==> src/rtl/fetch_unit.sv <==
// Instruction fetch stage: issues word-aligned fetches, buffers in-order responses
// in a small prefetch FIFO and feeds the IF/ID register, discarding stale responses after a redirect.
package fetch_pkg;
    typedef struct packed {
        logic [31:0] pc;
        logic [31:0] pc_plus4;
        logic [31:0] instr;
    } if_id_t;
endpackage

module fetch_unit #(
    parameter logic [31:0] RESET_PC   = 32'h0000_0000,
    parameter int          FIFO_DEPTH = 2
) (
    input  logic              clk,
    input  logic              reset_n,
    input  logic              stall,
    input  logic              take_branch,
    input  logic [31:0]       branch_target,
    output logic              imem_req_valid,
    input  logic              imem_req_ready,
    output logic [31:0]       imem_req_addr,
    input  logic              imem_rsp_valid,
    input  logic [31:0]       imem_rsp_data,
    output fetch_pkg::if_id_t if_id,
    output logic              if_id_valid
);
    import fetch_pkg::*;

    localparam int CNT_W = $clog2(FIFO_DEPTH + 1);
    localparam int PTR_W = (FIFO_DEPTH > 1) ? $clog2(FIFO_DEPTH) : 1;
    localparam logic [31:0] NOP = 32'h0000_0013;

    logic [31:0]      fetch_pc;
    logic [31:0]      rsp_pc;
    logic [CNT_W-1:0] outstanding;
    logic [CNT_W-1:0] drop_cnt;
    logic [CNT_W-1:0] fifo_count;
    logic [PTR_W-1:0] head;
    logic [PTR_W-1:0] tail;
    if_id_t           fifo_mem [FIFO_DEPTH];
    logic [CNT_W:0]   in_use;
    logic             accept;
    logic             dropping;
    logic             push;
    logic             pop;

    function automatic if_id_t bubble();
        bubble = '{pc: 32'h0, pc_plus4: 32'h0, instr: NOP};
    endfunction

    function automatic logic [PTR_W-1:0] ptr_inc(input logic [PTR_W-1:0] p);
        ptr_inc = (p == PTR_W'(FIFO_DEPTH - 1)) ? '0 : p + 1'b1;
    endfunction

    // Outstanding requests plus buffered entries are capped so every response has a slot.
    assign in_use         = (CNT_W+1)'(outstanding) + (CNT_W+1)'(fifo_count);
    assign imem_req_valid = reset_n && !take_branch && (in_use < (CNT_W+1)'(FIFO_DEPTH));
    assign imem_req_addr  = fetch_pc;
    assign accept         = imem_req_valid && imem_req_ready;
    assign dropping       = imem_rsp_valid && (drop_cnt != '0);
    assign push           = imem_rsp_valid && (drop_cnt == '0) && !take_branch;
    assign pop            = !take_branch && !stall && (fifo_count != '0);

    always_ff @(posedge clk or negedge reset_n) begin
        if (!reset_n) begin
            fetch_pc    <= RESET_PC;
            rsp_pc      <= RESET_PC;
            outstanding <= '0;
            drop_cnt    <= '0;
            fifo_count  <= '0;
            head        <= '0;
            tail        <= '0;
            if_id       <= bubble();
            if_id_valid <= 1'b0;
        end else begin
            case ({accept, imem_rsp_valid})
                2'b10:   outstanding <= outstanding + 1'b1;
                2'b01:   outstanding <= outstanding - 1'b1;
                default: outstanding <= outstanding;
            endcase

            if (take_branch) begin
                // Everything still in flight after this cycle belongs to the old path.
                fetch_pc    <= {branch_target[31:2], 2'b00};
                rsp_pc      <= {branch_target[31:2], 2'b00};
                drop_cnt    <= outstanding - CNT_W'(imem_rsp_valid);
                fifo_count  <= '0;
                head        <= '0;
                tail        <= '0;
                if_id       <= bubble();
                if_id_valid <= 1'b0;
            end else begin
                if (accept)
                    fetch_pc <= fetch_pc + 32'd4;
                if (dropping)
                    drop_cnt <= drop_cnt - 1'b1;
                if (push) begin
                    rsp_pc <= rsp_pc + 32'd4;
                    tail   <= ptr_inc(tail);
                end
                if (pop)
                    head <= ptr_inc(head);
                case ({push, pop})
                    2'b10:   fifo_count <= fifo_count + 1'b1;
                    2'b01:   fifo_count <= fifo_count - 1'b1;
                    default: fifo_count <= fifo_count;
                endcase
                if (!stall) begin
                    if (fifo_count != '0) begin
                        if_id       <= fifo_mem[head];
                        if_id_valid <= 1'b1;
                    end else begin
                        if_id       <= bubble();
                        if_id_valid <= 1'b0;
                    end
                end
            end
        end
    end

    // Storage needs no reset: fifo_count gates every read.
    always_ff @(posedge clk) begin
        if (push)
            fifo_mem[tail] <= '{pc: rsp_pc, pc_plus4: rsp_pc + 32'd4, instr: imem_rsp_data};
    end
endmodule
==> config.mk <==
export PLATFORM = sky130hd
export DESIGN_NAME = fetch_unit
export DESIGN_NICKNAME = d
export VERILOG_FILES = /design/src/rtl/fetch_unit.sv
export SDC_FILE = /design/constraint.sdc
export NUM_CORES = 1
export LEC_CHECK = 0
export CORE_MARGIN = 2
export CORE_UTILIZATION = 28
export DETAILED_ROUTE_END_ITERATION = 8
export PLACE_DENSITY_LB_ADDON = 0.2
export RECOVER_POWER = 100
export SLEW_MARGIN = 20
export SYNTH_ARGS = -nofsm -noshare
export SYNTH_HDL_FRONTEND = slang
export SYNTH_SLANG_ARGS = --single-unit
==> constraint.sdc <==
create_clock -name clk -period 11.9 [get_ports clk]
set_input_delay 1.785 -clock clk [delete_from_list [all_inputs] [get_ports clk]]
set_output_delay 1.785 -clock clk [all_outputs]
set_load 0.03 [all_outputs]
# After elaboration in Yosys (flattened, before gate mapping)

Memory sizes are Yosys's and may differ from the RTL's.
Cells that the tools add are included.

Add/sub/neg operators: 11
Multiply operators: 0
Divide/modulo/power cells: 0
$lt $le $gt $ge: 1
Equality and inequality tests: 5
Shift operators: 0
Muxes and demuxes: 23
Bitwise operators: 0
Reductions and logical operators: 19

Operators with widths:

| operator                                                                      | number |
|---|---|
| 96-bit 2-to-1 mux                                                             | 3 |
| 32-bit 2-to-1 mux                                                             | 4 |
| 32-bit by 3-bit adder with 32-bit output (second input constant)              | 2 |
| 2-bit nonzero test                                                            | 7 |
| 1-bit 2-to-1 mux                                                              | 11 |
| 1-bit logical AND                                                             | 8 |
| 2-bit case mux with 2 select lines                                            | 2 |
| 2-bit 2-to-1 mux                                                              | 3 |
| 2-bit by 1-bit subtractor with 2-bit output (second input constant)           | 3 |
| 2-bit by 1-bit adder with 2-bit output (second input constant)                | 2 |
| 2-bit by 1-bit equality test with 1-bit output (second input constant)        | 2 |
| 2-bit equality test (second input constant)                                   | 2 |
| 2-bit by 2-bit adder with 3-bit output                                        | 1 |
| 3-bit by 2-bit less-than comparator with 1-bit output (second input constant) | 1 |
| 3-bit nonzero test                                                            | 1 |
| 1-bit adder (second input constant)                                           | 2 |
| 1-bit logical NOT                                                             | 2 |
| 2-bit logical NOT                                                             | 1 |
| 2-bit by 1-bit != test with 1-bit output (second input constant)              | 1 |
| 2-bit by 1-bit subtractor with 2-bit output                                   | 1 |

Register bits after elaboration: 169
Bits in latches: 0
RAM bits: 192
Bits in read-only memories: 0
Memories: 1

Memories:

| name     | words | width | read ports | clocked after memory_dff | write ports | line | RTL |
|---|---|---|---|---|---|---|---|
| fifo_mem | 2     | 96    | 1          | 0                        | 1           | 41   | `if_id_t fifo_mem [FIFO_DEPTH];` |

# Depth between registers and ports, before layout

Gate-level depths: netlist of the first run.

Word-level depth: 6
Mapped depth: 10

# Worst setup path before layout of the first run

OpenSTA, ideal clock, no wires.

Path kind: input-to-reg
Start point: input take_branch
End point: memory fifo_mem[0][0] (netlist bit), enable pin
Library setup time: 0.656 ns
Data arrival time: 8.456 ns
Required time: 11.244 ns
Path slack: 2.788 ns
Cell stages on the path: 3
Cell sequence: clkbuf_1 clkbuf_1 nor3_1

Word-level cells in the longest chain between the ends: 4

Ends and longest elaborated chain:

| item                                   | line | RTL |
|---|---|---|
| start: declaration                     | 18   | `input logic take_branch,` |
| 1-bit logical NOT                      | 62   | `assign push = imem_rsp_valid && (drop_cnt == '0) && !take_branch;` |
| 1-bit logical AND                      | 62   |  |
| 1-bit 2-to-1 mux                       | 124  | `if (push)` |
| 1-bit 2-to-1 mux (implied by the code) | 125  | `fifo_mem[tail] <= '{pc: rsp_pc, pc_plus4: rsp_pc + 32'd4, instr: imem_rsp_data};` |
| end: declaration                       | 41   |  |

No other way between the ends.

# Worst setup path after layout of the first run

Start point: input take_branch
End point: memory fifo_mem[1][16] (netlist bit), enable pin

Same word-level chain as after synthesis.

==> impl_metrics.env, run 1 <==
export IMPL_syn_area_per_cell_um2=13.3
export IMPL_crit_fanout=50
export IMPL_ant_nets=0
export IMPL_clock_path_buffers=3
export IMPL_fillCellCount=4883
export IMPL_syn_to_final_growth_pct=28.0
export IMPL_path_buf_inv=5
export IMPL_grt_pass1_wl_um=56100
export IMPL_synth_compound_area_frac=0.0603
export IMPL_viasPerCell=4.56
export IMPL_cts_hold_buf=0
export IMPL_n_antenna_cell=0
export IMPL_cp_start_kind="primary input"
export IMPL_cts_buffers_inserted=41
export IMPL_clk_pin_slew_ns=0.05
export IMPL_synth_cell_types=57
export IMPL_synth_async_reset_ratio=0.468
export IMPL_cellLeakagePower_nw=6.73
export IMPL_critical_path_slowest_cell="and3_1"
export IMPL_hp_start="if_id[28]$_DFFE_PN0P_"
export IMPL_critPathMostFrequentCell="clkbuf_1"
export IMPL_worstSetupEndpointType="flop"
export IMPL_first_global_vias=8990
export IMPL_fp_row_count=82
export IMPL_violations="max-capacitance violations, max-slew violations"
export IMPL_postCtsSetupBuffers=0
export IMPL_hold_violations=0
export IMPL_status="finished with violations"
export IMPL_tns_ns=0
export IMPL_fin_skew_ns=0.0162
export IMPL_die_width_um=228
export IMPL_hold_class="reg2reg"
export IMPL_crit_arrival_ns=7.97
export IMPL_ys_ff_latch=346
export IMPL_p_comb_frac=0.123
export IMPL_maxSlewHeadroom=-2.09
export IMPL_maxCapViolations=9
export IMPL_power_internal_mw=2.28
export IMPL_pin_count=200
export IMPL_fmax_mhz=128
export IMPL_dpl_hpwl_um=23100
export IMPL_synthAdderAreaFrac=0.00586
export IMPL_hold_path_depth=2
export IMPL_min_to="if_id[28]$_DFFE_PN0P_"
export IMPL_crit_required_ns=12.06
export IMPL_met1_length_um=17300
export IMPL_r2r_cells=5
export IMPL_ys_flop_type="edfxtp_1"
export IMPL_top_layer="met4"
export IMPL_ir_drop_v=0.0000814
export IMPL_max_slew_worst_pin_slew_ns=4.64
export IMPL_synthXorXnorAreaFrac=0.0497
export IMPL_seqPwrFrac=0.471
export IMPL_grt_max_degree=135
export IMPL_vias=8928
export IMPL_synthCells=1063
export IMPL_wl_met3_um=1920
export IMPL_cp_cell_sequence="dlygate4sd3_1 -> clkbuf_1 -> clkinv_1 -> clkbuf_1 -> and3_1 -> buf_4"
export IMPL_power_mw=3.08
export IMPL_path_delay_family="buffers and inverters"
export IMPL_synth_seq_area_share=0.680
export IMPL_rsz0062_at_grt="no"
export IMPL_fin_crit_sh=0.656
export IMPL_cts_root_buf="clkbuf_16"
export IMPL_first_pass_iters=5
export IMPL_drive_above_1_share=0.0832
export IMPL_cts_tree="built"
export IMPL_totalWireLength_um=37000
export IMPL_pwr_share_clk=0.405
export IMPL_reg2reg_to="fifo_mem[0][6]$_DFFE_PP_"
export IMPL_synth_edf_count=184
export IMPL_htree_num_levels=2
export IMPL_nNetsFinal=1332
export IMPL_grt_overflow=0
export IMPL_swShare=0.261
export IMPL_coreArea_um2=50000
export IMPL_cts_repair_resized=0
export IMPL_start_util=0.282
export IMPL_crit_path_max_incr_delay_ns=1.93
export IMPL_setup_viol=0
export IMPL_ff2ff_setup_slack_ns=6.92
export IMPL_drc=0
export IMPL_globalplace_congestion=0.825
export IMPL_regToRegStartpoint="drop_cnt[0]$_DFFE_PN0P_"
export IMPL_dr_wl_met2_um=17000
export IMPL_period_needed_ns=7.81
export IMPL_clock_sinks=346
export IMPL_synth_simple_area_share=0.0981
export IMPL_grtUsageTotal=0.141
export IMPL_synth_warnings=0
export IMPL_slew_viol_final=451
export IMPL_clock_latency_ns=0.55
export IMPL_syn_area_um2=14100
export IMPL_die_h_um=228
export IMPL_power_density_nw_per_um2=171
export IMPL_dieArea_um2=52100
export IMPL_wl_per_cell_um=18.9
export IMPL_io_buffer_count=195
export IMPL_criticalPathCategory="in2reg"
export IMPL_first_iter_violations=532
export IMPL_synth_area_mux_share=0.0856
export IMPL_p_sw_mw=0.803
export IMPL_synth_top_family_by_area="simple AND/OR/NAND/NOR gates"
export IMPL_antenna_found_initial=0
## state kept, by name, summed over array words and instances, names as in the netlist, 2 cells and up
signal	cells
if_id	93
imem_req_addr	30
fifo_count	2
drop_cnt	2
outstanding	2
rsp_pc	30
fifo_mem	184
## layout make-up
class	instances	area, um2	share of cell area
Sequential cell	346	9590	0.532
Multi-Input combinational cell	650	4220	0.234
Timing Repair Buffer	205	2010	0.111
Clock buffer	56	1140	0.0633
Tap cell	672	841	0.0466
Clock inverter	17	189	0.0105
Inverter	12	45.0	0.00250
## Yosys cell counts, types with 4 or more instances
master	instances	share of area
nor4_1	5	0.0022
o211ai_1	6	0.0032
clkbuf_1	34	0.0091
nand3_1	39	0.014
buf_4	5	0.0027
nor2_1	35	0.0093
nor3_1	14	0.0050
xnor2_1	44	0.027
edfxtp_1	184	0.39
nand2_1	143	0.038
and2_1	8	0.0036
and3_1	7	0.0031
dfrtp_1	159	0.28
mux2i_1	89	0.063
ha_1	5	0.0044
o21ai_0	107	0.038
nand4_1	22	0.0098
xor2_1	36	0.022
buf_1	11	0.0029
mux2_2	28	0.022
a31oi_1	4	0.0018
a21oi_1	11	0.0039
inv_1	11	0.0029
buf_2	5	0.0018
## stage by stage
step | instance area (um2) | hold WS [ns] | setup slack (ns) | utilization | instances
floorplan | 14100 | 0.437 | 2.79 | - | 1064
global placement | 16800 | 0.460 | 6.27 | 0.336 | 1885
detailed placement | 16800 | 0.469 | 6.29 | 0.336 | 1885
CTS | 18100 | 0.481 | 6.28 | 0.362 | 1958
global route | 18000 | 0.497 | 3.38 | 0.361 | 1958
finish | 18000 | 0.469 | 4.09 | 0.361 | 1958
## power by group through the flow
| stage | Clock (mW) | Combinational (mW) | Sequential (mW) |
|---|---|---|---|
| after floorplan | 0 | 0.198 | 1.50 |
| after global routing | 1.34 | 0.418 | 1.47 |
| after CTS | 1.29 | 0.404 | 1.45 |
| final | 1.25 | 0.380 | 1.45 |
| after global placement | 0 | 0.398 | 1.47 |
| after detailed placement | 0 | 0.403 | 1.47 |
## worst min-delay path, cell delays in order (launching register included)
cell and delay, ns:
dfrtp_1 0.33, nand2_1 0.04, o21ai_0 0.06
## kinds of logic after synthesis
kind of cell               count (synthesis)
DFF                                      346
and+or+nand+nor                          295
adders and majority gates                  6
buffers and inverters                     68
xor gates and xnor gates                  80
AOI/OAI and AO/OA                        150
muxes                                    117
other                                      1
## cell usage in the layout, fill, tap and decap left out, drive strengths merged, types with 3 or more instances in the layout
| master | count |
|---|---|
| mux2i | 89 |
| xnor2 | 44 |
| a31oi | 4 |
| nor3 | 15 |
| clkbuf | 63 |
| dfstp | 3 |
| nand2b | 3 |
| bufinv | 4 |
| nand2 | 143 |
| buf | 4 |
| nor4 | 7 |
| dlygate4sd3 | 161 |
| or3 | 3 |
| xor2 | 36 |
| o211ai | 6 |
| nor2 | 35 |
| edfxtp | 184 |
| o22a | 3 |
| a21boi | 3 |
| inv | 12 |
| nand3 | 40 |
| clkinv | 11 |
| nand4 | 22 |
| dfrtp | 159 |
| and3 | 8 |
| a21oi | 11 |
| or4 | 3 |
| mux2 | 28 |
| o21ai | 107 |
| clkdlybuf4s50 | 33 |
| and2 | 9 |
| ha | 5 |
| a211oi | 3 |
## per-layer routing
metal,vias up,global-route usage
met4,0,0.0421
met2,241,0.218
met5,-,0
li1,4212,-
met3,56,0.0363
met1,4419,0.194
## worst max path at each step
stage / endpoint / slack, ns / cells past startpoint / from
2_1_floorplan: fifo_mem[0][0]$_DFFE_PP_ / 2.79 / 3 / take_branch
3_3_place_gp: imem_req_valid / 6.27 / 4 / take_branch
3_5_place_dp: imem_req_valid / 6.29 / 4 / take_branch
4_1_cts: imem_req_valid / 6.28 / 4 / take_branch
5_1_grt: if_id[83]$_DFFE_PN0P_ / 3.38 / 6 / take_branch
6_report: fifo_mem[1][16]$_DFFE_PP_ / 4.09 / 6 / take_branch
(Power assumes the default switching activity.)
==> run 2, diff against run 1 <==
Clock period 11.9 ns to 7.9 ns, I/O delays scaled along.
==> run 2 against run 1 <==
  * The flow still finishes with violations (max-capacitance violations, max-slew violations)
  * Via count fell by 0.44%
  * Final area down 0.15%
  * Clock power increased by 43%
  * Power rose by 47%
  * Sequential power increased by 50%
  * Clock skew increased by 0.0023 ns
  * Critical path depth shrank 1
  * Register-to-register slack worse by 3.6 ns
  * Sequential share of layout area is 0.081 points higher
  * Global-route usage fell by 0.13 points
  * Cell count rose by 0.31%
  * Combinational power up 51%
  * Critical endpoint is now fifo_mem[0][95]$_DFFE_PP_
==> impl_metrics.env, run 2 (synthesis results as in run 1) <==
export IMPL_clock_sinks=346
export IMPL_ir_drop_v=0.000109
export IMPL_cts_buffers_inserted=41
export IMPL_seqPwrFrac=0.480
export IMPL_grtUsageTotal=0.139
export IMPL_io_buffer_count=195
export IMPL_cts_tree="built"
export IMPL_cts_root_buf="clkbuf_16"
export IMPL_fin_skew_ns=0.0185
export IMPL_cp_cell_sequence="dlygate4sd3_1 -> clkbuf_1 -> nor3_4 -> clkbuf_1 -> buf_4"
export IMPL_pin_count=200
export IMPL_globalplace_congestion=0.800
export IMPL_swShare=0.266
export IMPL_dpl_worst_slack_ns=3.47
export IMPL_grt_pass1_wl_um=55800
export IMPL_postLayoutCellArea_um2=18000
export IMPL_hold_class="reg2reg"
export IMPL_first_iter_violations=420
export IMPL_wl_per_cell_um=18.6
export IMPL_drc=0
export IMPL_grt_max_degree=96
export IMPL_worstSetupEndpointType="flop"
export IMPL_reg_largest_list="fifo_mem x184, if_id x93"
export IMPL_hold_violations=0
export IMPL_final_util=0.360
export IMPL_placed_area_um2=16800
export IMPL_dpl_hpwl_um=23500
export IMPL_crit_fanout=49
export IMPL_max_slew_worst_pin_slew_ns=3.15
export IMPL_path_delay_family="buffers and inverters"
export IMPL_grt_overflow=0
export IMPL_start_util=0.282
export IMPL_tns_ns=0
export IMPL_violations="max-capacitance violations, max-slew violations"
export IMPL_p_sw_mw=1.21
export IMPL_clock_latency_ns=0.55
export IMPL_critPathMostFrequentCell="clkbuf_1"
export IMPL_path_buf_inv=4
export IMPL_ant_nets=0
export IMPL_fmax_mhz=177
export IMPL_clk_pin_slew_ns=0.06
export IMPL_pwr_share_clk=0.394
export IMPL_period_needed_ns=5.65
export IMPL_die_width_um=228
export IMPL_first_global_vias=9016
export IMPL_crit_arrival_ns=5.82
export IMPL_viasPerCell=4.53
export IMPL_regMostFlops="fifo_mem"
export IMPL_cp_start_kind="primary input"
export IMPL_die_h_um=228
export IMPL_vias=8889
export IMPL_fin_crit_sh=0.715
export IMPL_cellLeakagePower_nw=6.73
export IMPL_dieArea_um2=52100
export IMPL_crit_path_max_incr_delay_ns=2.05
export IMPL_slew_viol_final=366
export IMPL_maxCapViolations=8
export IMPL_crit_required_ns=8.07
export IMPL_power_internal_mw=3.33
export IMPL_cts_repair_resized=0
export IMPL_layout_common_cells="184 x edfxtp_1, 162 x dlygate4sd3_1, 158 x dfrtp_1, 143 x nand2_1, 106 x o21ai_0"
export IMPL_criticalPathCategory="in2reg"
export IMPL_rsz0062_at_grt="no"
export IMPL_ff2ff_setup_slack_ns=3.29
export IMPL_clock_path_buffers=3
export IMPL_totalWireLength_um=36600
export IMPL_hold_worst_slack_ns=0.467
export IMPL_setup_viol=0
export IMPL_largest_reg_flops=184
export IMPL_antenna_found_initial=2
export IMPL_critical_path_slowest_cell="clkbuf_1"
export IMPL_p_comb_frac=0.126
export IMPL_first_pass_iters=7
export IMPL_maxSlewHeadroom=-1.10
export IMPL_coreArea_um2=50000
export IMPL_postCtsSetupBuffers=0
export IMPL_nNetsFinal=1334
export IMPL_mostFrequentLayoutCell="edfxtp_1"
export IMPL_power_density_nw_per_um2=252
export IMPL_status="finished with violations"
export IMPL_htree_num_levels=2
export IMPL_cts_hold_buf=0
export IMPL_syn_to_final_growth_pct=27.8
export IMPL_fp_row_count=82
export IMPL_drive_above_1_share=0.0860
export IMPL_setup_ws_ns=2.25
[run 2: final timing paths]
| kind | startpoint | endpoint | depth (start not counted) |
|---|---|---|---|
| max in group asynchronous | reset_n | if_id[40]$_DFFE_PN0P_ | 2 |
| hold / removal | if_id[24]$_DFFE_PN0P_ | if_id[24]$_DFFE_PN0P_ | 2 |
| setup / recovery | take_branch | fifo_mem[0][95]$_DFFE_PP_ | 5 |
| setup reg to reg | drop_cnt[0]$_DFFE_PN0P_ | fifo_mem[0][95]$_DFFE_PP_ | 6 |
| hold reg to reg | if_id[24]$_DFFE_PN0P_ | if_id[24]$_DFFE_PN0P_ | 2 |
| min in group asynchronous | reset_n | if_id[17]$_DFFE_PN0P_ | 1 |
[run 2: area by class of cell]
class,count,area (um2)
clock buffers,61,1190
diodes,1,2.50
fillers,4920,32000
repair buffers,207,2020
clock inverters,15,85.1
well taps,672,841
flip-flops and latches,346,9590
inverters,12,45.0
multi-input cells,650,4230
[run 2: power groups by stage]
stage / registers (mW) / clock network (mW) / logic, mW
finish: 2.18 / 1.79 / 0.572
global route: 2.20 / 1.92 / 0.630
CTS: 2.18 / 1.85 / 0.608
detailed placement: 2.22 / 0 / 0.606
global placement: 2.21 / 0 / 0.599
floorplan: 2.25 / 0 / 0.299
[run 2: metal layers]
metal,share of wire,global-route usage
met1,0.47,0.195
met2,0.45,0.211
met3,0.061,0.0388
met4,0.023,0.0425
met5,0.00036,0
[run 2: stage by stage]
step | total power, mW | cells
global placement | 2.81 | 1887
global route | 4.75 | 1964
finish | 4.54 | 1964
floorplan | 2.55 | 1064
detailed placement | 2.82 | 1887
CTS | 4.65 | 1963
[run 2: worst register-to-register path: stages (launching register included)]
cell      delay (ns)
dfrtp_1         0.39
inv_1           0.06
ha_1            0.17
nand2_1         0.40
nor3_4          0.24
clkbuf_1        2.05
buf_4           0.88
==> run 3, diff against run 2 <==
Clock period 7.9 ns to 4.6 ns, I/O delays scaled along.
==> run 3 against run 2 <==
  * The run still ends with max-capacitance violations, max-slew violations left
  * First-iteration DRC count is 0.95% lower
  * Register-to-register slack got worse by 2.2 ns
  * Sequential power grew 71%
  * Non-clock buffer count up 3
  * Critical endpoint is now imem_req_valid
  * Highest routed layer is now met4
  * Sequential share of layout area decreased by 0.11 points
  * Utilization increased by 0.075 points
==> impl_metrics.env, run 3 (synthesis results as in run 1) <==
export IMPL_status="finished with violations"
export IMPL_violations="max-capacitance violations, max-slew violations"
export IMPL_antenna_found_initial=0
export IMPL_io_buffer_count=195
export IMPL_grt_pass1_wl_um=56400
export IMPL_start_util=0.282
export IMPL_cts_tree="built"
export IMPL_crit_arrival_ns=3.32
export IMPL_wl_per_cell_um=18.8
export IMPL_fin_skew_ns=0.0175
export IMPL_cp_start_kind="primary input"
export IMPL_fin_cells=1962
export IMPL_regToRegStartpoint="fifo_count[0]$_DFFE_PN0P_"
export IMPL_setup_viol=0
export IMPL_hp_start="if_id[39]$_DFFE_PN0P_"
export IMPL_fmax_mhz=249
export IMPL_rsz0062_at_grt="no"
export IMPL_grt_overflow=0
export IMPL_multi_input_area_um2=4250
export IMPL_ir_drop_v=0.000188
export IMPL_htree_num_levels=2
export IMPL_coreArea_um2=50000
export IMPL_worstSetupEndpointType="output pin"
export IMPL_hold_class="reg2reg"
export IMPL_viasPerCell=4.51
export IMPL_crit_required_ns=3.91
export IMPL_hold_worst_slack_ns=0.470
export IMPL_totalWireLength_um=37000
export IMPL_reg_largest_list="fifo_mem x184, if_id x93"
export IMPL_slew_viol_final=215
export IMPL_cts_root_buf="clkbuf_16"
export IMPL_syn_to_final_growth_pct=28.1
export IMPL_reg2reg_to="outstanding[1]$_DFFE_PN0P_"
export IMPL_fp_row_count=82
export IMPL_power_internal_mw=5.74
export IMPL_ant_nets=0
export IMPL_vias=8856
export IMPL_hold_path_depth=2
export IMPL_globalRouteMet3Util=0.0353
export IMPL_tns_ns=0
export IMPL_maxCapViolations=4
export IMPL_period_needed_ns=4.01
export IMPL_grtUsageTotal=0.141
export IMPL_fin_crit_sh=0.873
export IMPL_ff2ff_setup_slack_ns=1.05
export IMPL_r2r_cells=8
export IMPL_clock_sinks=346
export IMPL_layout_common_cells="184 x edfxtp_1, 161 x dlygate4sd3_1, 158 x dfrtp_1, 143 x nand2_1, 106 x o21ai_0"
export IMPL_regMostFlops="fifo_mem"
export IMPL_p_comb_frac=0.129
export IMPL_postLayoutCellArea_um2=18000
export IMPL_cts_buffers_inserted=40
export IMPL_n_antenna_cell=0
export IMPL_nNetsFinal=1336
export IMPL_mostFrequentLayoutCell="edfxtp_1"
export IMPL_busiest_layer="met2"
export IMPL_clock_latency_ns=0.55
export IMPL_swShare=0.263
export IMPL_placed_area_um2=16800
export IMPL_clk_pin_slew_ns=0.06
export IMPL_first_iter_violations=416
export IMPL_pin_count=200
export IMPL_cellLeakagePower_nw=6.74
export IMPL_drc=0
export IMPL_grt_use_met2=0.217
export IMPL_globalplace_congestion=0.825
export IMPL_postCtsSetupBuffers=0
export IMPL_seq_area_um2=9590
export IMPL_crit_fanout=7
export IMPL_first_global_vias=8988
export IMPL_criticalPathCategory="in2out"
export IMPL_min_to="if_id[39]$_DFFE_PN0P_"
export IMPL_grt_use_met1=0.199
export IMPL_largest_reg_flops=184
export IMPL_dieArea_um2=52100
export IMPL_max_slew_worst_pin_slew_ns=2.04
export IMPL_power_density_nw_per_um2=432
export IMPL_fillCellCount=4920
export IMPL_hold_violations=0
export IMPL_die_width_um=228
export IMPL_clock_path_buffers=3
export IMPL_maxSlewHeadroom=-0.357
export IMPL_seqPwrFrac=0.478
export IMPL_die_h_um=228
export IMPL_p_sw_mw=2.05
export IMPL_dpl_hpwl_um=23900
export IMPL_grt_max_degree=93
export IMPL_placed_cells=1889
export IMPL_drive_above_1_share=0.0884
export IMPL_first_pass_iters=5
export IMPL_pwr_share_clk=0.392
[run 3: cell type report]
type                       instances  area share
clock inverter                    12     0.00423
inverter                          12     0.00250
sequential                       346       0.531
timing repair buffer             210       0.115
multi-input combinational        650       0.235
tap                              672      0.0466
clock buffer                      60      0.0652
[run 3: worst max path at each step]
stage	startpoint	to	slack [ns]
2_1_floorplan	imem_rsp_valid	fifo_mem[1][0]$_DFFE_PP_	0.79
3_3_place_gp	take_branch	outstanding[1]$_DFFE_PN0P_	1.22
3_5_place_dp	take_branch	outstanding[1]$_DFFE_PN0P_	1.25
4_1_cts	fifo_count[0]$_DFFE_PN0P_	imem_req_valid	1.0
5_1_grt	reset_n	imem_req_valid	0.46
6_report	reset_n	imem_req_valid	0.59
[run 3: power by group through the flow]
stage                     clock network [mW]  logic, mW  registers [mW]
after CTS                               3.17       1.07            3.73
after global placement                     0       1.06            3.78
final                                   3.06       1.01            3.73
after global routing                    3.29       1.10            3.76
after floorplan                            0      0.515            3.86
after detailed placement                   0       1.07            3.79
[run 3: repair_timing]
item	in CTS	in global routing
hold buffers	1	0
resized for setup	0	0
hold endpoints to repair	4	0
setup endpoints to repair	0	0
[run 3: per-stage QoR]
stage	worst slack [ns]	utilization	total power, mW
floorplan	0.792	-	4.38
global placement	1.22	0.337	4.84
detailed placement	1.25	0.337	4.86
CTS	0.996	0.362	7.97
global route	0.455	0.361	8.16
finish	0.585	0.361	7.79
[run 3: worst max-delay path, cell delays in order]
cell,delay [ns]
dlygate4sd3_1,0.53
clkbuf_1,0.60
nor4b_1,0.65
clkdlybuf4s50_1,0.84
[run 3: routing by layer]
metal / vias to the layer above / wire (um)
li1: 4224 / -
met1: 4344 / 17600
met2: 229 / 16600
met3: 59 / 2020
met4: 0 / 818
met5: - / 0
